**src/rtl/regfile_pkg.sv**
```systemverilog
// Shared widths, types and constants for the pipeline register file.
package regfile_pkg;

  localparam int DATA_W   = 32;
  localparam int ADDR_W   = 5;
  localparam int NUM_REGS = 2 ** ADDR_W;

  typedef logic [DATA_W-1:0] data_t;
  typedef logic [ADDR_W-1:0] addr_t;

  localparam addr_t REG_ZERO = 5'd0;

endpackage

```
**src/rtl/reg_files_if.sv**
```systemverilog
// Decode/writeback bus of the register file: two packed read addresses, one write port.
interface reg_files_if
  import regfile_pkg::*;
();

  logic [2*ADDR_W-1:0] rs_rt;
  addr_t               rwd;
  data_t               wb_data;
  data_t               val_rs;
  data_t               val_rt;

  modport master (output rs_rt, rwd, wb_data, input val_rs, val_rt);
  modport slave  (input rs_rt, rwd, wb_data, output val_rs, val_rt);

endinterface

```
**src/rtl/regfile_rd_port.sv**
```systemverilog
// One combinational read port: array index, R0 forcing and, with REGFILE_BYPASS_EN,
// a write-through bypass from the writeback bus.
module regfile_rd_port
  import regfile_pkg::*;
(
`ifdef REGFILE_BYPASS_EN
  input  logic  rst_ni,
  input  addr_t rwd_i,
  input  data_t wb_data_i,
`endif
  input  addr_t addr_i,
  input  data_t mem_i [NUM_REGS],
  output data_t data_o
);

  // NOTE: data_o gets a default first so every path assigns it and no latch is inferred.
  always_comb begin
    data_o = mem_i[addr_i];
`ifdef REGFILE_BYPASS_EN
    if (rst_ni && (rwd_i != REG_ZERO) && (rwd_i == addr_i)) begin
      data_o = wb_data_i;
    end
`endif
    if (addr_i == REG_ZERO) begin
      data_o = '0;
    end
  end

endmodule

```
**src/rtl/reg_files.sv**
```systemverilog
// 32 x 32-bit register file: async-cleared storage, one write per CLK, two read ports.
// Optional write-through bypass on the read ports via REGFILE_BYPASS_EN.
module reg_files
  import regfile_pkg::*;
(
  input  logic        CLK,
  input  logic        rst_n,
  reg_files_if.slave  rf
);

  data_t mem_q [NUM_REGS];

  // NOTE: this storage is reset on purpose, since every register must read 0 from reset onward.
  // NOTE: sequential state uses non-blocking assignments so all flops update together at the edge.
  always_ff @(posedge CLK or negedge rst_n) begin
    if (!rst_n) begin
      for (int i = 0; i < NUM_REGS; i++) begin
        mem_q[i] <= '0;
      end
    end else if (rf.rwd != REG_ZERO) begin
      mem_q[rf.rwd] <= rf.wb_data;
    end
  end

  regfile_rd_port u_rd_rs (
`ifdef REGFILE_BYPASS_EN
    .rst_ni    (rst_n),
    .rwd_i     (rf.rwd),
    .wb_data_i (rf.wb_data),
`endif
    .addr_i    (rf.rs_rt[2*ADDR_W-1:ADDR_W]),
    .mem_i     (mem_q),
    .data_o    (rf.val_rs)
  );

  regfile_rd_port u_rd_rt (
`ifdef REGFILE_BYPASS_EN
    .rst_ni    (rst_n),
    .rwd_i     (rf.rwd),
    .wb_data_i (rf.wb_data),
`endif
    .addr_i    (rf.rs_rt[ADDR_W-1:0]),
    .mem_i     (mem_q),
    .data_o    (rf.val_rt)
  );

endmodule

```
**src/flat_wrapper.sv**
```systemverilog
// flat-port wrapper written by rule: the top's interface ports become plain ports
module reg_files_flat import regfile_pkg::*;
  (CLK, rst_n, rf_rs_rt, rf_rwd, rf_wb_data, rf_val_rs, rf_val_rt);
  reg_files_if rf_i ();
  input  logic CLK;
  input  logic rst_n;
  input wire logic [$bits(rf_i.rs_rt)-1:0] rf_rs_rt;
  input wire logic [$bits(rf_i.rwd)-1:0] rf_rwd;
  input wire logic [$bits(rf_i.wb_data)-1:0] rf_wb_data;
  output wire logic [$bits(rf_i.val_rs)-1:0] rf_val_rs;
  output wire logic [$bits(rf_i.val_rt)-1:0] rf_val_rt;
  assign rf_i.rs_rt = rf_rs_rt;
  assign rf_i.rwd = rf_rwd;
  assign rf_i.wb_data = rf_wb_data;
  assign rf_val_rs = rf_i.val_rs;
  assign rf_val_rt = rf_i.val_rt;
  reg_files u_core (.CLK(CLK), .rst_n(rst_n), .rf(rf_i));
endmodule
```
**config.mk**
```make
export PLATFORM = sky130hd
export DESIGN_NAME = reg_files_flat
export DESIGN_NICKNAME = d
export VERILOG_FILES = /design/src/rtl/regfile_pkg.sv /design/src/rtl/reg_files_if.sv /design/src/rtl/regfile_rd_port.sv /design/src/rtl/reg_files.sv /design/src/flat_wrapper.sv
export SDC_FILE = /design/constraint.sdc
export NUM_CORES = 2
export LEC_CHECK = 0
export CAP_MARGIN = 10
export CORE_ASPECT_RATIO = 0.7
export CORE_MARGIN = 2
export CORE_UTILIZATION = 55
export CTS_CLUSTER_SIZE = 40
export DETAILED_ROUTE_END_ITERATION = 8
export PLACE_DENSITY = 0.75
export SYNTH_ARGS = -nofsm -noshare
export SYNTH_HDL_FRONTEND = slang
export SYNTH_SLANG_ARGS = --single-unit
```
**constraint.sdc**
```tcl
create_clock -name CLK -period 3.4 [get_ports CLK]
set_input_delay 1.02 -clock CLK [delete_from_list [all_inputs] [get_ports CLK]]
set_output_delay 1.02 -clock CLK [all_outputs]
set_load 0.05 [all_outputs]
```
# Yosys cells after proc, flatten, opt, wreduce, memory -nomap -nowiden
# Index checks and enable logic that the tools add are counted.
# classes
addsub	0
multipliers	0
n_div	0
magnitude_cmp	4
n_eq_ne	0
shift	0
mux	11
bitwise	3
n_reduce_logical	4
# ops
operator	count
1024-bit bitwise mux	1
32-bit binary-select mux with 5-bit select	2
32-bit 2-to-1 mux	7
32-bit demux with 5-bit select	1
6-bit >= comparator, second input constant	3
5-bit inverter with 6-bit output	3
5-bit logical NOT	2
6-bit by 1-bit less-than comparator with 1-bit output, second input constant	1
5-bit nonzero test	1
1-bit logical AND	1
# totals
register_bits	1024
latch_bits	0
mem_bits_rw	0
romBits	0
inputBits	49
out_inout_bits	64
wordCells	54
n_memories	0

# Logic depth before layout (Yosys ltp)
# depth
word_depth	6
ltp_mapped	7
ltp_nobuf	4

# Hierarchy
# Synthesis repeated with hierarchy kept, for this count alone.
# hier_totals
hier_cells	3616
area_unflattened_um2	54720.0
# modules_own_cells
module	instances	cells_per_inst	area_each_um2	seq_area_each_um2
reg_files	1	2288	37983.9	25624.6
regfile_rd_port	2	664	8368.0	0.0

# Worst setup path after synthesis
# Ideal clock, no wire load.
# synth_timing
path_kind	input to output
startpoint	in rf_rs_rt[2]
endpoint	out rf_val_rt[17]
t_arrival_ps	3277
t_required_ps	2380
setup_slack_ps	-897
cell_stages	7
path_buffers	3
cell_sequence	buf_4 buf_6 buf_4 mux2i_1 a221oi_1 o21ai_1 a311oi_1
# synth_between
elab_chain_cells	5
word_cells_on_any_way	6
cone_classes	mux: 4; bitwise: 1; reduce/logical: 1
# synth_rtl
element	line	rtl
from (decl)	flat_wrapper.sv:7	input wire logic [$bits(rf_i.rs_rt)-1:0] rf_rs_rt;
5-bit inverter with 6-bit output (implied by the code)	regfile_rd_port.sv:18	data_o = mem_i[addr_i];
32-bit binary-select mux with 5-bit select	regfile_rd_port.sv:18	
32-bit 2-to-1 mux (implied by the code) (2 in series)	regfile_rd_port.sv:18	
32-bit 2-to-1 mux (*)	regfile_rd_port.sv:24	if (addr_i == REG_ZERO) begin
to (decl)	flat_wrapper.sv:11	output wire logic [$bits(rf_i.val_rt)-1:0] rf_val_rt;
# Every way passes the cells marked *; elsewhere a longest branch is shown, timed or not. The select of a mux whose other input is x is not followed.

# Worst setup path in the final report
# layout_timing
startpoint	in rf_rs_rt[5]
endpoint	out rf_val_rs[20]
# layout_between
elab_chain_cells	5
word_cells_on_any_way	6
cone_classes	mux: 4; bitwise: 1; reduce/logical: 1
# layout_rtl
element	line	rtl
5-bit inverter with 6-bit output (implied by the code)	regfile_rd_port.sv:18	
32-bit binary-select mux with 5-bit select	regfile_rd_port.sv:18	
32-bit 2-to-1 mux (implied by the code) (2 in series)	regfile_rd_port.sv:18	
32-bit 2-to-1 mux (*)	regfile_rd_port.sv:24	
to (decl)	flat_wrapper.sv:10	output wire logic [$bits(rf_i.val_rs)-1:0] rf_val_rs;
# Marks and branches as above.

==> insert_results.sql <==
INSERT INTO impl_metrics (metric_group, metric, value, unit) VALUES
('synthesis', 'avg_synthesized_cell_area', '15.19', 'µm²'),
('sta', 'timing_worst_slew_pin_value', '1192', 'ps'),
('clocking', 'clock_sink_count', '1024', ''),
('worst_setup_path', 'critical_path.startpoint_type', 'input pin', ''),
('synthesis', 'synth_seq_area_share', '46.64', '%'),
('final_layout', 'area_of_combinational_cells_with_multiple_inputs', '30510', 'µm²'),
('floorplanning', 'ios', '113', ''),
('synthesis', 'ys.warnings.count', '0', ''),
('clocking', 'tritoncts', 'built', ''),
('worst_setup_path', 'endpoint_kind', 'output pin', ''),
('floorplanning', 'floorplan.core_area', '98490', 'µm²'),
('final_layout', 'top_reg_by_flops', 'u_core.mem_q', ''),
('route', 'number_of_vias_in_the_routed_layout', '40020', ''),
('route', 'routed_wl', '206700', 'µm'),
('floorplanning', 'floorplan.initialDensity', '55.78', '%'),
('power', 'power.density_cell_area', '574.6', 'nW/µm²'),
('sta', 'post-route-worst-setup-slack', '-415.0', 'ps'),
('place', 'numPlacedInstances', '5148', ''),
('clocking', 'cts.hold.buffers_added', '0', ''),
('synthesis', 'synth_top_area_share', '46.64', '%'),
('final_layout', 'mostFrequentLayoutCell', 'dfrtp_1', ''),
('worst_setup_path', 'critical-path-top-cell-by-count', 'buf_16', ''),
('route', 'route.detailed.wl_per_inst', '37.66', 'µm'),
('global_route', 'largest_net_degree_at_the_start_of_global_routing', '85', ''),
('final_layout', 'largest_register_ffs', '1024', ''),
('synthesis', 'yosysTopAreaCell', 'dfrtp_1', ''),
('place', 'gp_congestion', '0.8992', ''),
('final_layout', 'syn_to_final_growth', '30.39', '%'),
('sta', 'final-setup-viol-count', '64', ''),
('synthesis', 'synth_cells', '3617', ''),
('clocking', 'insertion_delay', '740', 'ps'),
('worst_setup_path', 'cpLargestDelayFamily', 'buffers and inverters', ''),
('worst_setup_path', 'worst_path_max_delay_cell', 'mux4_2', ''),
('final_layout', 'final-seq-area', '25620', 'µm²'),
('clocking', 'clock_tree.htree_level_count', '3', ''),
('sta', 'fmax', '262.1', 'MHz'),
('global_route', 'grt_use_met1', '51.71', '%'),
('synthesis', 'ys_ff_latch', '1024', ''),
('sta', 'rsz0062_at_grt', 'true', ''),
('route', 'dr.first_iter.drc_count', '5158', ''),
('clocking', 'clock_buffers_created_by_tritoncts', '101', ''),
('sta', 'final-hold-violation-count', '0', ''),
('sta', 'timing.final.crit_share', '112.2', '%'),
('outcome', 'violations', 'negative setup slack', ''),
('global_route', 'grtUsageMet3', '15.64', '%'),
('final_layout', 'finish.cell_count_without_fillers', '5490', ''),
('hold_path', 'holdCritPathClass', 'in2async', ''),
('synthesis', 'synthTopCellsByArea', 'dfrtp_1 (47%), mux2_2 (21%), mux4_2 (16%), mux2i_1 (2.3%), mux4_1 (2.3%)', ''),
('worst_setup_path', 'path_cells', 'buf_16 -> buf_16 -> buf_6 -> mux4_2 -> nor2b_1 -> a211oi_1 -> buf_4 -> a311oi_4 -> buf_12', ''),
('worst_setup_path', 'worstSetupPathType', 'in2out', ''),
('synthesis', 'synth-main-ff-cell', 'dfrtp_1', ''),
('floorplanning', 'overall_die_area', '102500', 'µm²'),
('worst_setup_path', 'crit_buf_inv', '5', ''),
('clocking', 'clk_pin_slew_worst_paths', '60', 'ps'),
('power', 'total_leakage_power', '0.02976', 'µW'),
('floorplanning', 'fp-row-count', '96', ''),
('run', 'cap_viol_max_count', '0', ''),
('final_layout', 'finalNetCount', '4127', ''),
('sta', 'slew_violations', '0', ''),
('place', 'placedInstanceArea', '63050', 'µm²'),
('clocking', 'clock_path_buffers', '3', ''),
('worst_setup_path', 'max_incr_delay_on_cp', '510', 'ps'),
('global_route', 'grt_pass1_wl', '295000', 'µm'),
('outcome', 'status', 'finished with violations', ''),
('synthesis', 'post_synth_num_cell_types', '37', ''),
('route', 'drt_pre_antenna_iters', '7', ''),
('final_layout', 'final_area', '71630', 'µm²'),
('global_route', 'first_global_vias', '41830', ''),
('route', 'final_antenna_net_count', '0', ''),
('final_layout', 'largestRegisters', 'u_core.mem_q: 1024 flops', ''),
('global_route', 'grt_remaining_overflow', '0', '');
area by class of cell:
| cell class | instances | share of cell area [%] |
|---|---|---|
| inverter | 2 | 0.06987 |
| clock inverter | 45 | 0.9013 |
| antenna | 4 | 0.01397 |
| clock buffer | 143 | 4.071 |
| sequential | 1024 | 35.77 |
| multi-input combinational | 2163 | 42.59 |
| timing repair buffer | 786 | 14.27 |
| tap | 1323 | 2.311 |
kinds of logic (layout without fill, tap and decap cells):
logic type	after synthesis	after routing	share of synthesized area (%)
AO/OA/AOI/OAI	366	366	4.792
multiplexers	1632	1632	42.67
other	0	4	0
buffers and inverters	432	976	4.268
flip-flops	1024	1024	46.64
AND/OR/NAND/NOR	163	165	1.624
cell usage after synthesis, drive strengths merged (8+ instances only):
cell / n
clkbuf: 182
nand2: 48
nor2: 19
buf: 248
nor2b: 73
a22oi: 64
mux4: 448
dfrtp: 1024
a211oi: 64
o21ai: 110
mux2: 1056
a221oi: 46
o2111ai: 18
nand2b: 8
a311oi: 64
mux2i: 128
what timing repair did:
action / in CTS / in global routing
gates cloned: 43 / 10
endpoints found under the setup margin: 64 / 64
gates resized for setup: 486 / 157
pin swaps: 115 / 99
endpoints found under the hold margin: 0 / 0
setup buffers: 92 / 38
final timing paths:
kind | startpoint | end | slack, ps | cells after the start
worst min-delay path | rst_n | u_core.mem_q[311] | 290 | 1
max in group asynchronous | rst_n | u_core.mem_q[81] | 2020 | 3
min in group CLK | u_core.mem_q[995] | u_core.mem_q[995] | 400 | 0
worst max register to register | u_core.mem_q[421] | u_core.mem_q[421] | 2550 | 1
worst min register to register | u_core.mem_q[995] | u_core.mem_q[995] | 400 | 0
worst max-delay path | rf_rs_rt[5] | rf_val_rs[20] | -410 | 9
power breakdown:
| part | switching (µW) | internal, µW | total, µW |
|---|---|---|---|
| clock network | 5190 | 7000 | 12200 |
| logic | 4970 | 6670 | 11600 |
| registers | 2380 | 15000 | 17300 |
| total | 12500 | 28600 | 41200 |
routing by layer:
metal  up-vias  routed length, µm
met5         -                 31
met4         6              14920
met3       847              28090
met2      3063              89650
met1     21050              74050
li1      15050                  -
stage by stage:
stage | hold WS [ps] | utilization, % | power [µW] | setup slack, ps | TNS, ps
after floorplan | 438.5 | - | 23890 | -162.2 | -6430
after global routing | 283.7 | 72.73 | 42410 | -430.4 | -22560
after detailed placement | 382.6 | 64.02 | 27360 | -651.2 | -35300
after CTS | 312.7 | 71.84 | 40440 | -400.5 | -20510
final | 291.7 | 72.73 | 41160 | -415.0 | -21940
after global placement | 377.0 | 64.02 | 26580 | -671.5 | -34360
Note: power is estimated with default switching activity, not from simulation.
